===== config.mk =====
export PLATFORM = sky130hd
export DESIGN_NAME = csr_trap_ctrl_flat
export DESIGN_NICKNAME = d
export VERILOG_FILES = /design/src/rtl/csr_trap_ctrl_if.sv /design/src/rtl/csr_trap_ctrl.sv /design/src/flat_wrapper.sv
export SDC_FILE = /design/constraint.sdc
export NUM_CORES = 1
export LEC_CHECK = 0
export ABC_AREA = 1
export BUFFER_PORTS_ARGS = -buffer_cell sky130_fd_sc_hd__buf_4
export CORE_AREA = 2 2 174 176
export CTS_CLUSTER_SIZE = 40
export DETAILED_ROUTE_END_ITERATION = 10
export DIE_AREA = 0 0 176 178
export PLACE_DENSITY = 0.63
export SLEW_MARGIN = 0
export SYNTH_ARGS = -nofsm -noshare
export SYNTH_HDL_FRONTEND = slang
export SYNTH_SLANG_ARGS = --single-unit
export TNS_END_PERCENT = 20

===== constraint.sdc =====
create_clock -name clk -period 3.78 [get_ports clk]
set_clock_uncertainty 0.2 [all_clocks]
set_input_delay 0.189 -clock clk [delete_from_list [all_inputs] [get_ports clk]]
set_output_delay 0.189 -clock clk [all_outputs]
set_load 0.03 [all_outputs]

===== src/rtl/csr_trap_ctrl_if.sv =====
// +--------------------------------------------------------------------------+
// | csr_trap_ctrl_if : core request, fetch redirect and CSR-file port bundle |
// | Revision: 1.0                                                            |
// +--------------------------------------------------------------------------+
`default_nettype none

interface csr_trap_ctrl_if;
  logic        trap_valid;
  logic [31:0] trap_cause;
  logic [31:0] trap_pc;
  logic [31:0] trap_tval;
  logic        mret_valid;
  logic        csr_req;
  logic [1:0]  csr_op;
  logic [11:0] csr_num;
  logic [31:0] csr_wdata;
  logic        csr_ack;
  logic [31:0] csr_rdata;
  logic        csr_illegal;
  logic        busy;
  logic        redir_valid;
  logic [31:0] redir_pc;
  logic        redir_ready;
  logic [11:0] csr_addr1;
  logic [11:0] csr_addr2;
  logic [11:0] csr_addr3;
  logic        csr_we1;
  logic        csr_we2;
  logic        csr_we3;
  logic [31:0] csr_wd1;
  logic [31:0] csr_wd2;
  logic [31:0] csr_wd3;
  logic [31:0] csr_rd1;
  logic [31:0] csr_rd2;
  logic [31:0] csr_rd3;

  // Environment side: core, fetch stage and CSR file.
  modport master (
    output trap_valid, trap_cause, trap_pc, trap_tval, mret_valid,
    output csr_req, csr_op, csr_num, csr_wdata, redir_ready,
    output csr_rd1, csr_rd2, csr_rd3,
    input  csr_ack, csr_rdata, csr_illegal, busy, redir_valid, redir_pc,
    input  csr_addr1, csr_addr2, csr_addr3, csr_we1, csr_we2, csr_we3,
    input  csr_wd1, csr_wd2, csr_wd3
  );

  modport slave (
    input  trap_valid, trap_cause, trap_pc, trap_tval, mret_valid,
    input  csr_req, csr_op, csr_num, csr_wdata, redir_ready,
    input  csr_rd1, csr_rd2, csr_rd3,
    output csr_ack, csr_rdata, csr_illegal, busy, redir_valid, redir_pc,
    output csr_addr1, csr_addr2, csr_addr3, csr_we1, csr_we2, csr_we3,
    output csr_wd1, csr_wd2, csr_wd3
  );
endinterface

`default_nettype wire


===== src/rtl/csr_trap_ctrl.sv =====
// +--------------------------------------------------------------------------+
// | csr_trap_ctrl : machine CSR sequencer for init, CSR ops, trap and mret  |
// | Revision: 1.0                                                            |
// +--------------------------------------------------------------------------+
`default_nettype none

module csr_trap_ctrl #(
  parameter int              XLEN        = 32,
  parameter logic [XLEN-1:0] MTVEC_RESET = 32'h0000_0100
) (
  input  wire logic         clk,
  input  wire logic         rst,
  csr_trap_ctrl_if.slave    bus_io
);

  localparam logic [2:0] IDX_MSTATUS = 3'd0;
  localparam logic [2:0] IDX_MTVEC   = 3'd1;
  localparam logic [2:0] IDX_MEPC    = 3'd2;
  localparam logic [2:0] IDX_MCAUSE  = 3'd3;
  localparam logic [2:0] IDX_MTVAL   = 3'd4;

  localparam logic [1:0] OP_RS = 2'b10;
  localparam logic [1:0] OP_RC = 2'b11;

  localparam logic [XLEN-1:0] ALIGN_MASK = ~(XLEN'(3));

  typedef enum logic [2:0] {
    INIT0     = 3'd0,
    INIT1     = 3'd1,
    IDLE      = 3'd2,
    CSR_RW    = 3'd3,
    TRAP_SAVE = 3'd4,
    TRAP_STAT = 3'd5,
    MRET_STAT = 3'd6,
    REDIR     = 3'd7
  } state_e;

  state_e          state_q;
  logic [1:0]      op_q;
  logic [11:0]     num_q;
  logic [XLEN-1:0] wdata_q;
  logic [XLEN-1:0] cause_q;
  logic [XLEN-1:0] pc_q;
  logic [XLEN-1:0] tval_q;
  logic [XLEN-1:0] redir_pc_q;

  logic [3:0]      w_map;
  logic            w_legal;
  logic [2:0]      w_idx;
  logic [XLEN-1:0] w_mstatus_trap;
  logic [XLEN-1:0] w_mstatus_mret;

  // Returns {legal, index}; unmapped numbers come back with legal=0.
  function automatic logic [3:0] csr_map(input logic [11:0] num);
    case (num)
      12'h300: csr_map = {1'b1, IDX_MSTATUS};
      12'h305: csr_map = {1'b1, IDX_MTVEC};
      12'h341: csr_map = {1'b1, IDX_MEPC};
      12'h342: csr_map = {1'b1, IDX_MCAUSE};
      12'h343: csr_map = {1'b1, IDX_MTVAL};
      default: csr_map = 4'd0;
    endcase
  endfunction

  assign w_map   = csr_map(num_q);
  assign w_legal = w_map[3];
  assign w_idx   = w_map[2:0];

  always_comb begin
    w_mstatus_trap        = bus_io.csr_rd1;
    w_mstatus_trap[7]     = bus_io.csr_rd1[3];
    w_mstatus_trap[3]     = 1'b0;
    w_mstatus_trap[12:11] = 2'b11;

    w_mstatus_mret        = bus_io.csr_rd1;
    w_mstatus_mret[3]     = bus_io.csr_rd1[7];
    w_mstatus_mret[7]     = 1'b1;
    w_mstatus_mret[12:11] = 2'b11;
  end

  always_ff @(posedge clk) begin
    if (rst) begin
      state_q    <= INIT0;
      op_q       <= '0;
      num_q      <= '0;
      wdata_q    <= '0;
      cause_q    <= '0;
      pc_q       <= '0;
      tval_q     <= '0;
      redir_pc_q <= '0;
    end else begin
      case (state_q)
        INIT0: state_q <= INIT1;
        INIT1: state_q <= IDLE;
        IDLE: begin
          if (bus_io.trap_valid) begin
            cause_q <= bus_io.trap_cause;
            pc_q    <= bus_io.trap_pc;
            tval_q  <= bus_io.trap_tval;
            state_q <= TRAP_SAVE;
          end else if (bus_io.mret_valid) begin
            state_q <= MRET_STAT;
          end else if (bus_io.csr_req) begin
            op_q    <= bus_io.csr_op;
            num_q   <= bus_io.csr_num;
            wdata_q <= bus_io.csr_wdata;
            state_q <= CSR_RW;
          end
        end
        CSR_RW:    state_q <= IDLE;
        TRAP_SAVE: state_q <= TRAP_STAT;
        // Only direct-mode mtvec is supported, so the mode bits are dropped.
        TRAP_STAT, MRET_STAT: begin
          redir_pc_q <= bus_io.csr_rd2 & ALIGN_MASK;
          state_q    <= REDIR;
        end
        REDIR: begin
          if (bus_io.redir_ready) begin
            state_q <= IDLE;
          end
        end
        default: state_q <= INIT0;
      endcase
    end
  end

  always_comb begin
    bus_io.csr_addr1 = '0;
    bus_io.csr_addr2 = '0;
    bus_io.csr_addr3 = '0;
    bus_io.csr_we1   = 1'b0;
    bus_io.csr_we2   = 1'b0;
    bus_io.csr_we3   = 1'b0;
    bus_io.csr_wd1   = '0;
    bus_io.csr_wd2   = '0;
    bus_io.csr_wd3   = '0;
    case (state_q)
      INIT0: begin
        bus_io.csr_addr1 = {9'd0, IDX_MSTATUS};
        bus_io.csr_addr2 = {9'd0, IDX_MTVEC};
        bus_io.csr_addr3 = {9'd0, IDX_MEPC};
        bus_io.csr_wd2   = MTVEC_RESET;
        bus_io.csr_we1   = 1'b1;
        bus_io.csr_we2   = 1'b1;
        bus_io.csr_we3   = 1'b1;
      end
      INIT1: begin
        bus_io.csr_addr1 = {9'd0, IDX_MCAUSE};
        bus_io.csr_addr2 = {9'd0, IDX_MTVAL};
        bus_io.csr_we1   = 1'b1;
        bus_io.csr_we2   = 1'b1;
      end
      CSR_RW: begin
        bus_io.csr_addr1 = {9'd0, w_idx};
        if (w_legal) begin
          case (op_q)
            OP_RS: begin
              bus_io.csr_wd1 = bus_io.csr_rd1 | wdata_q;
              bus_io.csr_we1 = (wdata_q != '0);
            end
            OP_RC: begin
              bus_io.csr_wd1 = bus_io.csr_rd1 & ~wdata_q;
              bus_io.csr_we1 = (wdata_q != '0);
            end
            default: begin
              bus_io.csr_wd1 = wdata_q;
              bus_io.csr_we1 = 1'b1;
            end
          endcase
        end
      end
      TRAP_SAVE: begin
        bus_io.csr_addr1 = {9'd0, IDX_MEPC};
        bus_io.csr_addr2 = {9'd0, IDX_MCAUSE};
        bus_io.csr_addr3 = {9'd0, IDX_MTVAL};
        bus_io.csr_wd1   = pc_q & ALIGN_MASK;
        bus_io.csr_wd2   = cause_q;
        bus_io.csr_wd3   = tval_q;
        bus_io.csr_we1   = 1'b1;
        bus_io.csr_we2   = 1'b1;
        bus_io.csr_we3   = 1'b1;
      end
      TRAP_STAT: begin
        bus_io.csr_addr1 = {9'd0, IDX_MSTATUS};
        bus_io.csr_addr2 = {9'd0, IDX_MTVEC};
        bus_io.csr_wd1   = w_mstatus_trap;
        bus_io.csr_we1   = 1'b1;
      end
      MRET_STAT: begin
        bus_io.csr_addr1 = {9'd0, IDX_MSTATUS};
        bus_io.csr_addr2 = {9'd0, IDX_MEPC};
        bus_io.csr_wd1   = w_mstatus_mret;
        bus_io.csr_we1   = 1'b1;
      end
      default: ;
    endcase
  end

  assign bus_io.csr_ack     = (state_q == CSR_RW);
  assign bus_io.csr_illegal = (state_q == CSR_RW) && !w_legal;
  assign bus_io.csr_rdata   = ((state_q == CSR_RW) && w_legal) ? bus_io.csr_rd1 : '0;
  assign bus_io.busy        = (state_q != IDLE);
  assign bus_io.redir_valid = (state_q == REDIR);
  assign bus_io.redir_pc    = redir_pc_q;

endmodule

`default_nettype wire


===== src/flat_wrapper.sv =====
// flat-port wrapper written by rule: the top's interface ports become plain ports
module csr_trap_ctrl_flat 
#(
  parameter int              XLEN        = 32,
  parameter logic [XLEN-1:0] MTVEC_RESET = 32'h0000_0100
)
  (clk, rst, bus_io_trap_valid, bus_io_trap_cause, bus_io_trap_pc, bus_io_trap_tval, bus_io_mret_valid, bus_io_csr_req, bus_io_csr_op, bus_io_csr_num, bus_io_csr_wdata, bus_io_redir_ready, bus_io_csr_rd1, bus_io_csr_rd2, bus_io_csr_rd3, bus_io_csr_ack, bus_io_csr_rdata, bus_io_csr_illegal, bus_io_busy, bus_io_redir_valid, bus_io_redir_pc, bus_io_csr_addr1, bus_io_csr_addr2, bus_io_csr_addr3, bus_io_csr_we1, bus_io_csr_we2, bus_io_csr_we3, bus_io_csr_wd1, bus_io_csr_wd2, bus_io_csr_wd3);
  csr_trap_ctrl_if bus_io_i ();
  input  wire logic clk;
  input  wire logic rst;
  input wire logic [$bits(bus_io_i.trap_valid)-1:0] bus_io_trap_valid;
  input wire logic [$bits(bus_io_i.trap_cause)-1:0] bus_io_trap_cause;
  input wire logic [$bits(bus_io_i.trap_pc)-1:0] bus_io_trap_pc;
  input wire logic [$bits(bus_io_i.trap_tval)-1:0] bus_io_trap_tval;
  input wire logic [$bits(bus_io_i.mret_valid)-1:0] bus_io_mret_valid;
  input wire logic [$bits(bus_io_i.csr_req)-1:0] bus_io_csr_req;
  input wire logic [$bits(bus_io_i.csr_op)-1:0] bus_io_csr_op;
  input wire logic [$bits(bus_io_i.csr_num)-1:0] bus_io_csr_num;
  input wire logic [$bits(bus_io_i.csr_wdata)-1:0] bus_io_csr_wdata;
  input wire logic [$bits(bus_io_i.redir_ready)-1:0] bus_io_redir_ready;
  input wire logic [$bits(bus_io_i.csr_rd1)-1:0] bus_io_csr_rd1;
  input wire logic [$bits(bus_io_i.csr_rd2)-1:0] bus_io_csr_rd2;
  input wire logic [$bits(bus_io_i.csr_rd3)-1:0] bus_io_csr_rd3;
  output wire logic [$bits(bus_io_i.csr_ack)-1:0] bus_io_csr_ack;
  output wire logic [$bits(bus_io_i.csr_rdata)-1:0] bus_io_csr_rdata;
  output wire logic [$bits(bus_io_i.csr_illegal)-1:0] bus_io_csr_illegal;
  output wire logic [$bits(bus_io_i.busy)-1:0] bus_io_busy;
  output wire logic [$bits(bus_io_i.redir_valid)-1:0] bus_io_redir_valid;
  output wire logic [$bits(bus_io_i.redir_pc)-1:0] bus_io_redir_pc;
  output wire logic [$bits(bus_io_i.csr_addr1)-1:0] bus_io_csr_addr1;
  output wire logic [$bits(bus_io_i.csr_addr2)-1:0] bus_io_csr_addr2;
  output wire logic [$bits(bus_io_i.csr_addr3)-1:0] bus_io_csr_addr3;
  output wire logic [$bits(bus_io_i.csr_we1)-1:0] bus_io_csr_we1;
  output wire logic [$bits(bus_io_i.csr_we2)-1:0] bus_io_csr_we2;
  output wire logic [$bits(bus_io_i.csr_we3)-1:0] bus_io_csr_we3;
  output wire logic [$bits(bus_io_i.csr_wd1)-1:0] bus_io_csr_wd1;
  output wire logic [$bits(bus_io_i.csr_wd2)-1:0] bus_io_csr_wd2;
  output wire logic [$bits(bus_io_i.csr_wd3)-1:0] bus_io_csr_wd3;
  assign bus_io_i.trap_valid = bus_io_trap_valid;
  assign bus_io_i.trap_cause = bus_io_trap_cause;
  assign bus_io_i.trap_pc = bus_io_trap_pc;
  assign bus_io_i.trap_tval = bus_io_trap_tval;
  assign bus_io_i.mret_valid = bus_io_mret_valid;
  assign bus_io_i.csr_req = bus_io_csr_req;
  assign bus_io_i.csr_op = bus_io_csr_op;
  assign bus_io_i.csr_num = bus_io_csr_num;
  assign bus_io_i.csr_wdata = bus_io_csr_wdata;
  assign bus_io_i.redir_ready = bus_io_redir_ready;
  assign bus_io_i.csr_rd1 = bus_io_csr_rd1;
  assign bus_io_i.csr_rd2 = bus_io_csr_rd2;
  assign bus_io_i.csr_rd3 = bus_io_csr_rd3;
  assign bus_io_csr_ack = bus_io_i.csr_ack;
  assign bus_io_csr_rdata = bus_io_i.csr_rdata;
  assign bus_io_csr_illegal = bus_io_i.csr_illegal;
  assign bus_io_busy = bus_io_i.busy;
  assign bus_io_redir_valid = bus_io_i.redir_valid;
  assign bus_io_redir_pc = bus_io_i.redir_pc;
  assign bus_io_csr_addr1 = bus_io_i.csr_addr1;
  assign bus_io_csr_addr2 = bus_io_i.csr_addr2;
  assign bus_io_csr_addr3 = bus_io_i.csr_addr3;
  assign bus_io_csr_we1 = bus_io_i.csr_we1;
  assign bus_io_csr_we2 = bus_io_i.csr_we2;
  assign bus_io_csr_we3 = bus_io_i.csr_we3;
  assign bus_io_csr_wd1 = bus_io_i.csr_wd1;
  assign bus_io_csr_wd2 = bus_io_i.csr_wd2;
  assign bus_io_csr_wd3 = bus_io_i.csr_wd3;
  csr_trap_ctrl #(.XLEN(XLEN), .MTVEC_RESET(MTVEC_RESET)) u_core (.clk(clk), .rst(rst), .bus_io(bus_io_i));
endmodule

## Yosys cells after proc, flatten, opt, wreduce, memory -nomap -nowiden

Index checks and enable logic that the tools add are counted.
Widths: inputs -> output; s select.

| cells by class | value |
|---|---|
| equal/unequal tests | 17 |
| mux-type cells | 20 |
| bitwise gates (word level) | 5 |
| reduce and logical (&&, ||, !) cells | 15 |

Operator list:

| operator | number |
|---|---|
| $pmux 32 s2 | 2 |
| $pmux 32 s4 | 1 |
| $mux 32 | 3 |
| $eq 12x10->1 const B | 5 |
| $and 32x32->32 | 1 |
| $not 32->32 | 1 |
| $or 32x32->32 | 1 |
| $reduce_bool 32->1 | 1 |
| $pmux 4 s5 | 1 |
| $pmux 3 s6 | 1 |
| $eq 3x3->1 const B | 4 |
| $mux 3 | 4 |
| $pmux 3 s4 | 1 |
| $reduce_or 2->1 | 5 |
| $pmux 3 s3 | 1 |
| $eq 3x2->1 const B | 2 |
| $pmux 3 s2 | 1 |
| $reduce_or 5->1 | 1 |
| $eq 2x2->1 const B | 2 |
| $mux 1 | 4 |
| $ne 4x4->1 const B | 1 |
| $reduce_and 2->1 | 2 |
| $reduce_and 4->1 | 1 |
| $eq 3x1->1 const B | 1 |
| other kinds (8) | 10 |

| storage, ports and cells | value |
|---|---|
| register bits after elaboration | 175 |
| input port bits | 244 |
| output and inout port bits | 203 |
| word-level logic and storage cells | 65 |

## Depth between registers and ports, before layout

Gate-level depths: netlist (run 1).

| logic depth | value |
|---|---|
| depth after elaboration | 5 |
| depth in mapped cells | 11 |
| mapped depth without buffers | 10 |

## Worst setup path before layout (run 1)

Ideal clock, no wire load.

| path | value |
|---|---|
| path type | flip-flop to output port |
| start | reg u_core.state_q[1] |
| end | out bus_io_csr_wd2[0] |
| arrival time | 1.660 ns |
| required time | 3.391 ns |
| slack | 1.731 ns |
| stages on the path, launching flop included | 7 |
| path buffers | 3 |
| path through | dfxtp_1 buf_2 nor2_2 nand2_1 buf_2 buf_1 nor2_1 |

| between the ends | value |
|---|---|
| word-level cells in the longest chain between the ends | 2 |
| elaborated cells between the ends (all ways) | 3 |
| those cells by class | eq/ne (1); mux (1); reduce/logical (1) |

Ends and longest elaborated chain:

| what | RTL line | source |
|---|---|---|
| start, declared | csr_trap_ctrl.sv:38 | `state_e state_q;` |
| start signal, assigned | csr_trap_ctrl.sv:83 | `state_q <= INIT0;` |
| start signal, assigned | csr_trap_ctrl.sv:93 | `INIT0: state_q <= INIT1;` |
| start signal, assigned | csr_trap_ctrl.sv:94 | `INIT1: state_q <= IDLE;` |
| $eq 3x3->1 or $logic_not 3->1 (tied branches) | csr_trap_ctrl.sv:137 | `case (state_q)` |
| $pmux 32 s2 (*) | csr_trap_ctrl.sv:137 |  |
| end, declared | flat_wrapper.sv:37 | `output wire logic [$bits(bus_io_i.csr_wd2)-1:0] bus_io_csr_wd2;` |

Every way passes the cells marked *; elsewhere a longest branch is shown, timed or not.

## Final worst setup path (run 1)

| path | value |
|---|---|
| start | reg u_core.state_q[1] |
| end | reg u_core.redir_pc_q[23] (netlist: u_core.bus_io.redir_pc[23]) |

| between the ends | value |
|---|---|
| word-level cells in the longest chain between the ends | 2 |
| elaborated cells between the ends (all ways) | 3 |
| those cells by class | eq/ne (2); reduce/logical (1) |

Ends and longest elaborated chain:

| what | RTL line | source |
|---|---|---|
| $eq 3x3->1 | csr_trap_ctrl.sv:92 | `case (state_q)` |
| $reduce_or 2->1 (*) | csr_trap_ctrl.sv:92 |  |
| end signal, assigned | csr_trap_ctrl.sv:114 | `redir_pc_q <= bus_io.csr_rd2 & ALIGN_MASK;` |
| end, declared | csr_trap_ctrl.sv:45 | `logic [XLEN-1:0] redir_pc_q;` |

Marks and branches as above.
A chain may end at the register's enable or synchronous reset.

==> results.toml, run 1 <==
[synth]
yosysTopAreaCellShare_pct = 42.3
yosysTopAreaCell = "dfxtp_1"
yosys-top-cells-area = "dfxtp_1, a21oi_1, nor2_1"
synth_edf_count = 0
async_flop_share_pct = 0
syn_area_sq_um = 8180
ys_types = 24
ys_ff_latch = 173
synth_cells = 1211
ys_seq_area_share_pct = 42.3
yosysWarnings = 0
postSynthAreaPerCell_sq_um = 6.76
synth_ff_type = "dfxtp_1"

[setup_path]
path_max_fanout = 41
cp_slowest_stage_delay_ns = 0.60
critPathTopFamily = "buffers and inverters"
cp-end-kind = "flop"
critPathKind = "flop to flop"
rr_worst_depth = 8
cpMostUsedCell = "inv_2"
worst_ep_arrival_time_ns = 3.05
worst_path_max_delay_cell = "inv_2"
critical_path.startpoint_type = "flop"
reg2reg_to = "u_core.bus_io.redir_pc[23]"
timing.rr.start = "u_core.state_q[1]"
worst-r2r-setup-slack_ns = 0.89
crit_chain = "nor2_2, inv_2, nand3_2, inv_2, buf_4, nand2_1, a21oi_1, dlygate4sd3_1"
crit_buf_inv = 4
crit_cells = 8
crit_required_ns = 3.94

[global_route]
antenna_found_initial = 1
grt_first_pass_wirelength_mm = 47.9
grt.busiest_layer = "met2"
grt-ovfl-total = 0
met2_usage_pct = 35.4
grt_use_met3_pct = 4.20
grt_pass1_vias = 9449
grt_usage_pct = 19.1
met1_usage_pct = 21.6
grt_max_degree = 128

[die]
start_util_pct = 27.8
fp.dieH_um = 178
ios = 447
coreArea_sq_um = 29400
num_rows = 63
fp.dieArea_sq_um = 31300
die_x_um = 176

[sta]
finalSetupViolCount = 0
slew_violations = 0
finalHoldViolCount = 0
min_period_ns = 2.89
fmax_mhz = 346
tightest_slew_ns = 0.874
rsz0062_at_grt = "false"
slew_headroom_pct = 41.8
fin_crit_sh_pct = 76.5
tns_ns = 0

[cells_and_area]
fill_cells = 2790
drive_gt1_share_pct = 24.9
syn2layout_area_growth_pct = 68.4
layout.nets = 1983

[drt]
vias = 9695
drt_iter0_drc = 629
drc = 0
wirelength_mm = 31.2
vias_per_cell = 4.53
wl_per_cell_um = 14.6
antenna_left = 0
first_pass_iters = 7

[clock_network]
root_buffer = "clkbuf_16"
worstSkewPairLatency_ns = 0.41
tritoncts = "yes"
clk_pin_slew_worst_paths_ns = 0.07
htree_levels = 4
cts_buffers = 17
numClockSinks = 173
post_cts_buffers = 0
clock_path_buffers = 2
post_cts_resized = 0

[pwr]
fin_total_pwr_mw = 4.79
ir_drop_mv = 0.252
leakage_nw = 6.21
powerDensity_nw_per_um2 = 348

[placed_design]
dp_hpwl_mm = 20.3
gp_congestion = 0.807
io_buffers = 380

[min_path]
worst_hold_path.num_cells = 5
hold_end = "u_core.state_q[2]"
timing.hold.worst.class = "input port to flop"
hp-start = "bus_io_mret_valid"

[run_status]
status = "complete, no violations"

[job]
maxCapViolations = 0
[cell usage after synthesis (2+ instances only)]
library cell    n
buf_4          33
o21ai_1        37
nor2_1        193
a21oi_1       149
nor2_2          2
buf_2          46
nand2_1       128
dfxtp_1       173
nand4_1         2
inv_2           3
inv_1         157
nand2_2         2
buf_1           6
a22oi_1        26
o21ai_0       137
nand3_1        79
clkbuf_1       31
[sequential cells by signal, indices dropped and copies added, names as in the netlist]
register and count:
u_core.pc_q 30, u_core.cause_q 32, u_core.wdata_q 32, u_core.op_q 2
u_core.num_q 12, u_core.state_q 3, u_core.bus_io.redir_pc 30, u_core.tval_q 32
[layout by cell type, fill, tap and decap left out, types with 3 or more instances in the layout]
cell           count
dlygate4sd3_1    203
conb_1            30
dfxtp_1          173
inv_2              3
buf_4            392
a21oi_1          149
nand2_1          127
clkbuf_16         17
inv_6              4
nor2_1           193
inv_1            156
o21ai_0          137
nand3_1           78
a22oi_1           26
o21ai_1           37
[worst reg2reg max path: stages (launching register included)]
cell and delay [ns]:
dfxtp_1 0.49, nor2_2 0.11, inv_2 0.12, nand3_2 0.08, inv_2 0.60, buf_4 0.38, nand2_1 0.10, a21oi_1 0.16
dlygate4sd3_1 0.59
[layout make-up]
type	count	area [sq um]	area share (%)
Tap cell	390	488	3.54
Clock buffer	19	453	3.29
Timing Repair Buffer	596	4990	36.2
Multi-Input combinational cell	791	3630	26.3
Clock inverter	12	150	1.09
Inverter	160	602	4.37
Sequential cell	173	3460	25.1
Antenna cell	1	2.50	0.0182
[logic make-up (layout without fill, tap and decap cells)]
family	count (synthesis)	count (layout)	share of synthesized area [%]
buffers and inverters	276	787	14.9
AND/OR/NAND/NOR	409	409	20.4
other	1	31	0.0458
AO/OA/AOI/OAI	352	352	22.4
flip-flops	173	173	42.3
[where the power goes]
group          internal, mW  switching (mW)
clock network          1.03           0.821
logic                 0.445           0.540
registers              1.91          0.0447
total                  3.39            1.41
[timing repair]
item | 4_1_cts | 5_1_grt
hold endpoints to repair | 172 | 0
endpoints found under the setup margin | 0 | 0
hold buffers | 203 | 0
[worst max-delay path by stage]
stage          slack [ns]         startpoint                         end
2_1_floorplan        1.73  u_core.state_q[1]           bus_io_csr_wd2[0]
3_3_place_gp         1.43  u_core.state_q[0]           bus_io_csr_wd1[8]
3_5_place_dp         1.42    u_core.num_q[9]          bus_io_csr_wd1[27]
4_1_cts              0.97    u_core.num_q[9]          bus_io_csr_wd1[27]
5_1_grt              0.67  u_core.state_q[1]  u_core.bus_io.redir_pc[23]
6_report             0.89  u_core.state_q[1]  u_core.bus_io.redir_pc[23]
[per-layer routing]
metal	up-vias	wire length (um)
met3	55	1890
met5	-	0
li1	4886	-
met1	4409	12600
met4	0	890
met2	345	15800
[metrics by stage]
step / cell area, sq um / hold slack (ns) / setup WS (ns) / utilization [%] / cells
global placement: 11100 / 0.229 / 1.43 / 37.9 / 1907
floorplan: 8290 / 0.133 / 1.73 / - / 1240
CTS: 13800 / 0.00166 / 0.967 / 46.9 / 2141
detailed placement: 11100 / 0.239 / 1.42 / 37.9 / 1907
global route: 13800 / 0.0604 / 0.665 / 46.9 / 2142
finish: 13800 / 0.0431 / 0.890 / 46.9 / 2142
No activity file was read; power rests on OpenSTA's default activity.
==> run 2: changes to the inputs <==
Settings changed: CORE_AREA 2 2 174 176 to 2 2 172 174, DIE_AREA 0 0 176 178 to 0 0 174 176, PLACE_DENSITY 0.63 to 0.66.
Clock period 3.78 ns to 2.4 ns, I/O delays scaled along.
==> run 2 against run 1 <==
Effect of this change: clock-buffer cell count shrank 2; via count rose by 0.70%; global-route usage increased by 0.051 points; worst hold slack gained 0.0044 ns; clock power grew 60%; design area is 1.0% higher.
==> results.toml, run 2 (synthesis results as in run 1) <==
[cells_and_area]
multi_input_area_sq_um = 3720
fill_cells = 2707
final_util_pct = 48.8
syn2layout_area_growth_pct = 70.1
regArea_sq_um = 3470
layout_commonest_cell = "buf_4"
diodes = 0
mostFrequentLayoutCells = "buf_4, nor2_1, dlygate4sd3_1"
final_area_sq_um = 13900
drive_gt1_share_pct = 27.4
layout.nets = 1967
top_regs = "u_core.cause_q (32), u_core.tval_q (32), u_core.wdata_q (32)"

[job]
maxCapViolations = 0

[clock_network]
htree_levels = 4
clock_path_buffers = 2
numClockSinks = 173
worstSkewPairLatency_ns = 0.42
clk_pin_slew_worst_paths_ns = 0.08
cts_buffers = 17
root_buffer = "clkbuf_16"
tritoncts = "yes"

[global_route]
grt.busiest_layer = "met2"
antenna_found_initial = 0
grt_use_met3_pct = 4.07
met2_usage_pct = 34.4
grt_usage_pct = 19.2
grt_first_pass_wirelength_mm = 47.8
met1_usage_pct = 22.3
grt_pass1_vias = 9392
grt_max_degree = 93
grt-ovfl-total = 0

[sta]
fmax_mhz = 434
finalHoldViolCount = 0
slew_violations = 0
fin_crit_sh_pct = 96.1
setup_ws_ns = 0.0943
whs_ns = 0.0474
finalSetupViolCount = 0
min_period_ns = 2.31
rsz0062_at_grt = "true"

[setup_path]
worst-r2r-setup-slack_ns = 0.25
timing.rr.start = "u_core.state_q[0]"
critical_path.startpoint_type = "flop"
crit_required_ns = 2.08
worst_ep_arrival_time_ns = 1.99
crit_path_end = "bus_io_csr_wd1[12]"
cp-end-kind = "primary output"
path_max_fanout = 17
rr_worst_depth = 9
crit_start = "u_core.num_q[9]"
critPathKind = "flop to primary output"
reg2reg_to = "u_core.state_q[1]"

[drt]
drt_iter0_drc = 618
drc = 0
first_pass_iters = 6
wl_per_cell_um = 14.8
antenna_left = 0
wirelength_mm = 31.3
vias = 9763
vias_per_cell = 4.61

[placed_design]
dp_hpwl_mm = 20.3
place_ws_ns = 0.362
gp_congestion = 0.808
io_buffers = 380
post_dp_cell_area_sq_um = 11300

[pwr]
leakage_nw = 6.17
powerDensity_nw_per_um2 = 548
fin_total_pwr_mw = 7.63
ir_drop_mv = 0.439

[min_path]
timing.hold.worst.class = "input port to flop"

[die]
start_util_pct = 28.7
fp.dieArea_sq_um = 30600
ios = 447
fp.dieH_um = 176
coreArea_sq_um = 28500
die_x_um = 174
num_rows = 62

[run_status]
status = "complete, no violations"
==> run 2: cell count changes in the layout (fill, tap and decap cells not counted), moves of 3 or more <==
cell	delta
nand2_2	+7
nor2_1	-11
dfxtp_1	-6
nand2_1	-8
nor2_4	+4
buf_12	+10
buf_4	-15
buf_6	+13
dfxtp_2	+6
clkbuf_16	+3
nor2_2	+7
dlygate4sd3_1	-27
inv_6	+3
==> run 2: area by class of cell <==
cell class                 count  share of cell area [%]
multi-input combinational    791                    26.7
timing repair buffer         580                    36.2
clock buffer                  17                    3.06
sequential                   173                    24.9
tap                          384                    3.45
clock inverter                15                    1.38
inverter                     160                    4.32
==> run 2: worst min-delay path by stage <==
stage / startpoint / endpoint / cells after the start / slack [ns]
6_report: rst / u_core.bus_io.redir_pc[29] / 3 / 0.05
5_1_grt: rst / u_core.bus_io.redir_pc[23] / 3 / 0.04
3_5_place_dp: bus_io_trap_pc[8] / u_core.pc_q[8] / 3 / 0.17
4_1_cts: rst / u_core.bus_io.redir_pc[11] / 3 / 0.007
3_3_place_gp: bus_io_trap_pc[7] / u_core.pc_q[7] / 3 / 0.16
2_1_floorplan: bus_io_csr_rd2[2] / u_core.bus_io.redir_pc[2] / 2 / 0.06
==> run 2: worst max-delay path, stage by stage (launching register included) <==
cell and delay, ns:
dfxtp_2 0.34, nand2_2 0.07, inv_1 0.07, nand2_2 0.07, nor2_4 0.14, nand2_2 0.08, nand2_1 0.06, inv_1 0.06
nand2_4 0.14, clkbuf_16 0.22, nand3_1 0.08, nand2_1 0.07, buf_4 0.15
==> run 2: report_power, final <==
part	internal (mW)	leakage (nW)	switching, mW
Sequential	3.02	1.40	0.0712
Clock	1.60	0.305	1.36
Combinational	0.716	4.46	0.860
Total	5.33	6.17	2.29
==> run 2: timing repair <==
action / 4_1_cts / 5_1_grt
buffers inserted: 0 / 0
resized for setup: 2 / 47
pin swaps: 1 / 3
setup endpoints to repair: 1 / 69
hold buffers: 176 / 0
gates cloned: 0 / 3
hold endpoints to repair: 173 / 0
==> run 2: metal layers <==
layer  wire, um  vias to the layer above  part of all wire [%]
met5          0                        -                     0
met4        974                        0                   3.1
met3       1990                       56                   6.4
met2      15600                      404                    50
met1      12700                     4456                    41
li1           -                     4847                     -
==> run 2: through the flow <==
stage	TNS, ns	cells
2_1_floorplan	0	1240
3_3_place_gp	0	1909
3_5_place_dp	0	1909
4_1_cts	0	2117
5_1_grt	-1.73	2120
6_report	0	2120
==> run 3: changes to the inputs <==
Settings changed: CTS_CLUSTER_SIZE 40 to 20, SETUP_SLACK_MARGIN from default to 0.4.
==> run 3 against run 2 <==
Effect of this change: critical path depth is 2 higher; global-route usage up 0.57 points; routed wire length up 1.0%; clock-buffer cell count unchanged; total power rose by 0.35%.
==> results.toml, run 3 (synthesis results as in run 1) <==
[run_status]
status = "complete, no violations"

[pwr]
leakage_nw = 6.25
powerDensity_nw_per_um2 = 537
p_int_mw = 5.35
p_switching_mw = 2.30
ir_drop_mv = 0.446
swShare_pct = 30.1
fin_total_pwr_mw = 7.65
pwr-share-seq_pct = 40.3
combPwrFrac_pct = 20.9
clock_power_share_pct = 38.7

[drt]
vias_per_cell = 4.60
antenna_left = 0
first_pass_iters = 5
drc = 0
wirelength_mm = 31.7
vias = 9798
drt_iter0_drc = 640
wl_per_cell_um = 14.9

[sta]
fin_crit_sh_pct = 96.8
setup_ws_ns = 0.0768
tns_ns = 0
finalSetupViolCount = 0
min_period_ns = 2.32
finalHoldViolCount = 0
slew_violations = 0
rsz0062_at_grt = "true"
fmax_mhz = 430

[min_path]
timing.hold.worst.class = "input port to flop"

[clock_network]
tritoncts = "yes"
numClockSinks = 173
htree_levels = 4
clk_pin_slew_worst_paths_ns = 0.08
worstSkewPairLatency_ns = 0.42
clock_path_buffers = 2
root_buffer = "clkbuf_16"
cts_buffers = 17

[placed_design]
gp_congestion = 0.808
post_dp_cell_area_sq_um = 11300
io_buffers = 380
dp_hpwl_mm = 20.3
placed_cells = 1909
place_ws_ns = 0.362

[die]
start_util_pct = 28.7
num_rows = 62
fp.dieH_um = 176
ios = 447
fp.dieArea_sq_um = 30600
die_x_um = 174
coreArea_sq_um = 28500

[job]
maxCapViolations = 0

[setup_path]
critical_path.startpoint_type = "flop"
crit_required_ns = 2.08
critPathKind = "flop to primary output"
cp_slowest_stage_delay_ns = 0.34
cpMostUsedCell = "nand2_2"
worst_ep_arrival_time_ns = 2.00
critPathTopFamily = "simple AND/OR/NAND/NOR gates"
crit_buf_inv = 6
cp-end-kind = "primary output"
worst_path_max_delay_cell = "dfxtp_2"
path_max_fanout = 8
crit_chain = "nand2_2, inv_2, nand2_2, nor2_4, nand2_2, nand2_2, inv_2, nand2_4, buf_6, buf_12, buf_16, nand3_2, nand2_2, buf_6"

[cells_and_area]
drive_gt1_share_pct = 30.4
top_regs = "u_core.cause_q (32), u_core.tval_q (32), u_core.wdata_q (32)"
final_area_sq_um = 14200
mostFrequentLayoutCells = "buf_4, nor2_1, dlygate4sd3_1"
syn2layout_area_growth_pct = 74.1
finalNonFillerCells = 2129
diodes = 0
layout.nets = 1976
layout_commonest_cell = "buf_4"

[global_route]
grt_pass1_vias = 9562
grt_first_pass_wirelength_mm = 48.9
grt_usage_pct = 19.8
antenna_found_initial = 0
grt_max_degree = 93
grt-ovfl-total = 0
## run 3: area by class of cell
type,count,area (sq um)
timing repair buffer,589,5240
multi-input combinational,791,3830
clock buffer,17,425
sequential,173,3480
tap,384,480
inverter,160,602
fill,2675,14300
clock inverter,15,193
## run 3: worst paths after layout
| kind | startpoint | slack [ns] | cells past startpoint | to |
|---|---|---|---|---|
| max | u_core.num_q[8] | 0.08 | 14 | bus_io_csr_wd1[2] |
| min reg2reg | u_core.op_q[0] | 0.25 | 2 | u_core.op_q[0] |
| min | rst | 0.04 | 3 | u_core.state_q[0] |
| max reg2reg | u_core.state_q[0] | 0.45 | 7 | u_core.tval_q[0] |
## run 3: power by group through the flow
stage	registers, mW	clock network (mW)	logic, mW
after floorplan	3.16	0	0.730
after global placement	3.15	0	1.29
after detailed placement	3.15	0	1.31
after CTS	3.08	3.04	1.58
after global routing	3.10	3.17	1.73
final	3.09	2.96	1.60
## run 3: layer usage
metal  part of all wire (%)  up-vias  routed length, um  track usage (%)
met5                      0        -                  0                0
met4                    3.0        0                958             7.46
met3                    6.4       57               2030             4.07
met2                     51      392              16000             35.8
met1                     40     4482              12600             23.0
li1                       -     4867                  -                -
## run 3: worst register-to-register path: stages (launching register included)
cell,delay (ns)
dfxtp_2,0.36
inv_2,0.08
nand2_1,0.06
nor2_2,0.25
nand2_4,0.25
buf_12,0.28
o21ai_0,0.28
a21oi_1,0.07
## run 3: stage by stage
step / util (%) / hold WS, ns
detailed placement: 39.6 / 0.170
global placement: 39.6 / 0.161
floorplan: - / 0.0638
finish: 49.9 / 0.0351
global route: 49.9 / 0.0387
CTS: 49.3 / 0.00581
## run 3: timing repair
action / in CTS / in global routing
resized for setup: 68 / 54
hold buffers: 174 / 0
buffers inserted: 6 / 4
pin swaps: 11 / 13
endpoints found under the setup margin: 157 / 174
endpoints found under the hold margin: 173 / 0
gates cloned: 4 / 0
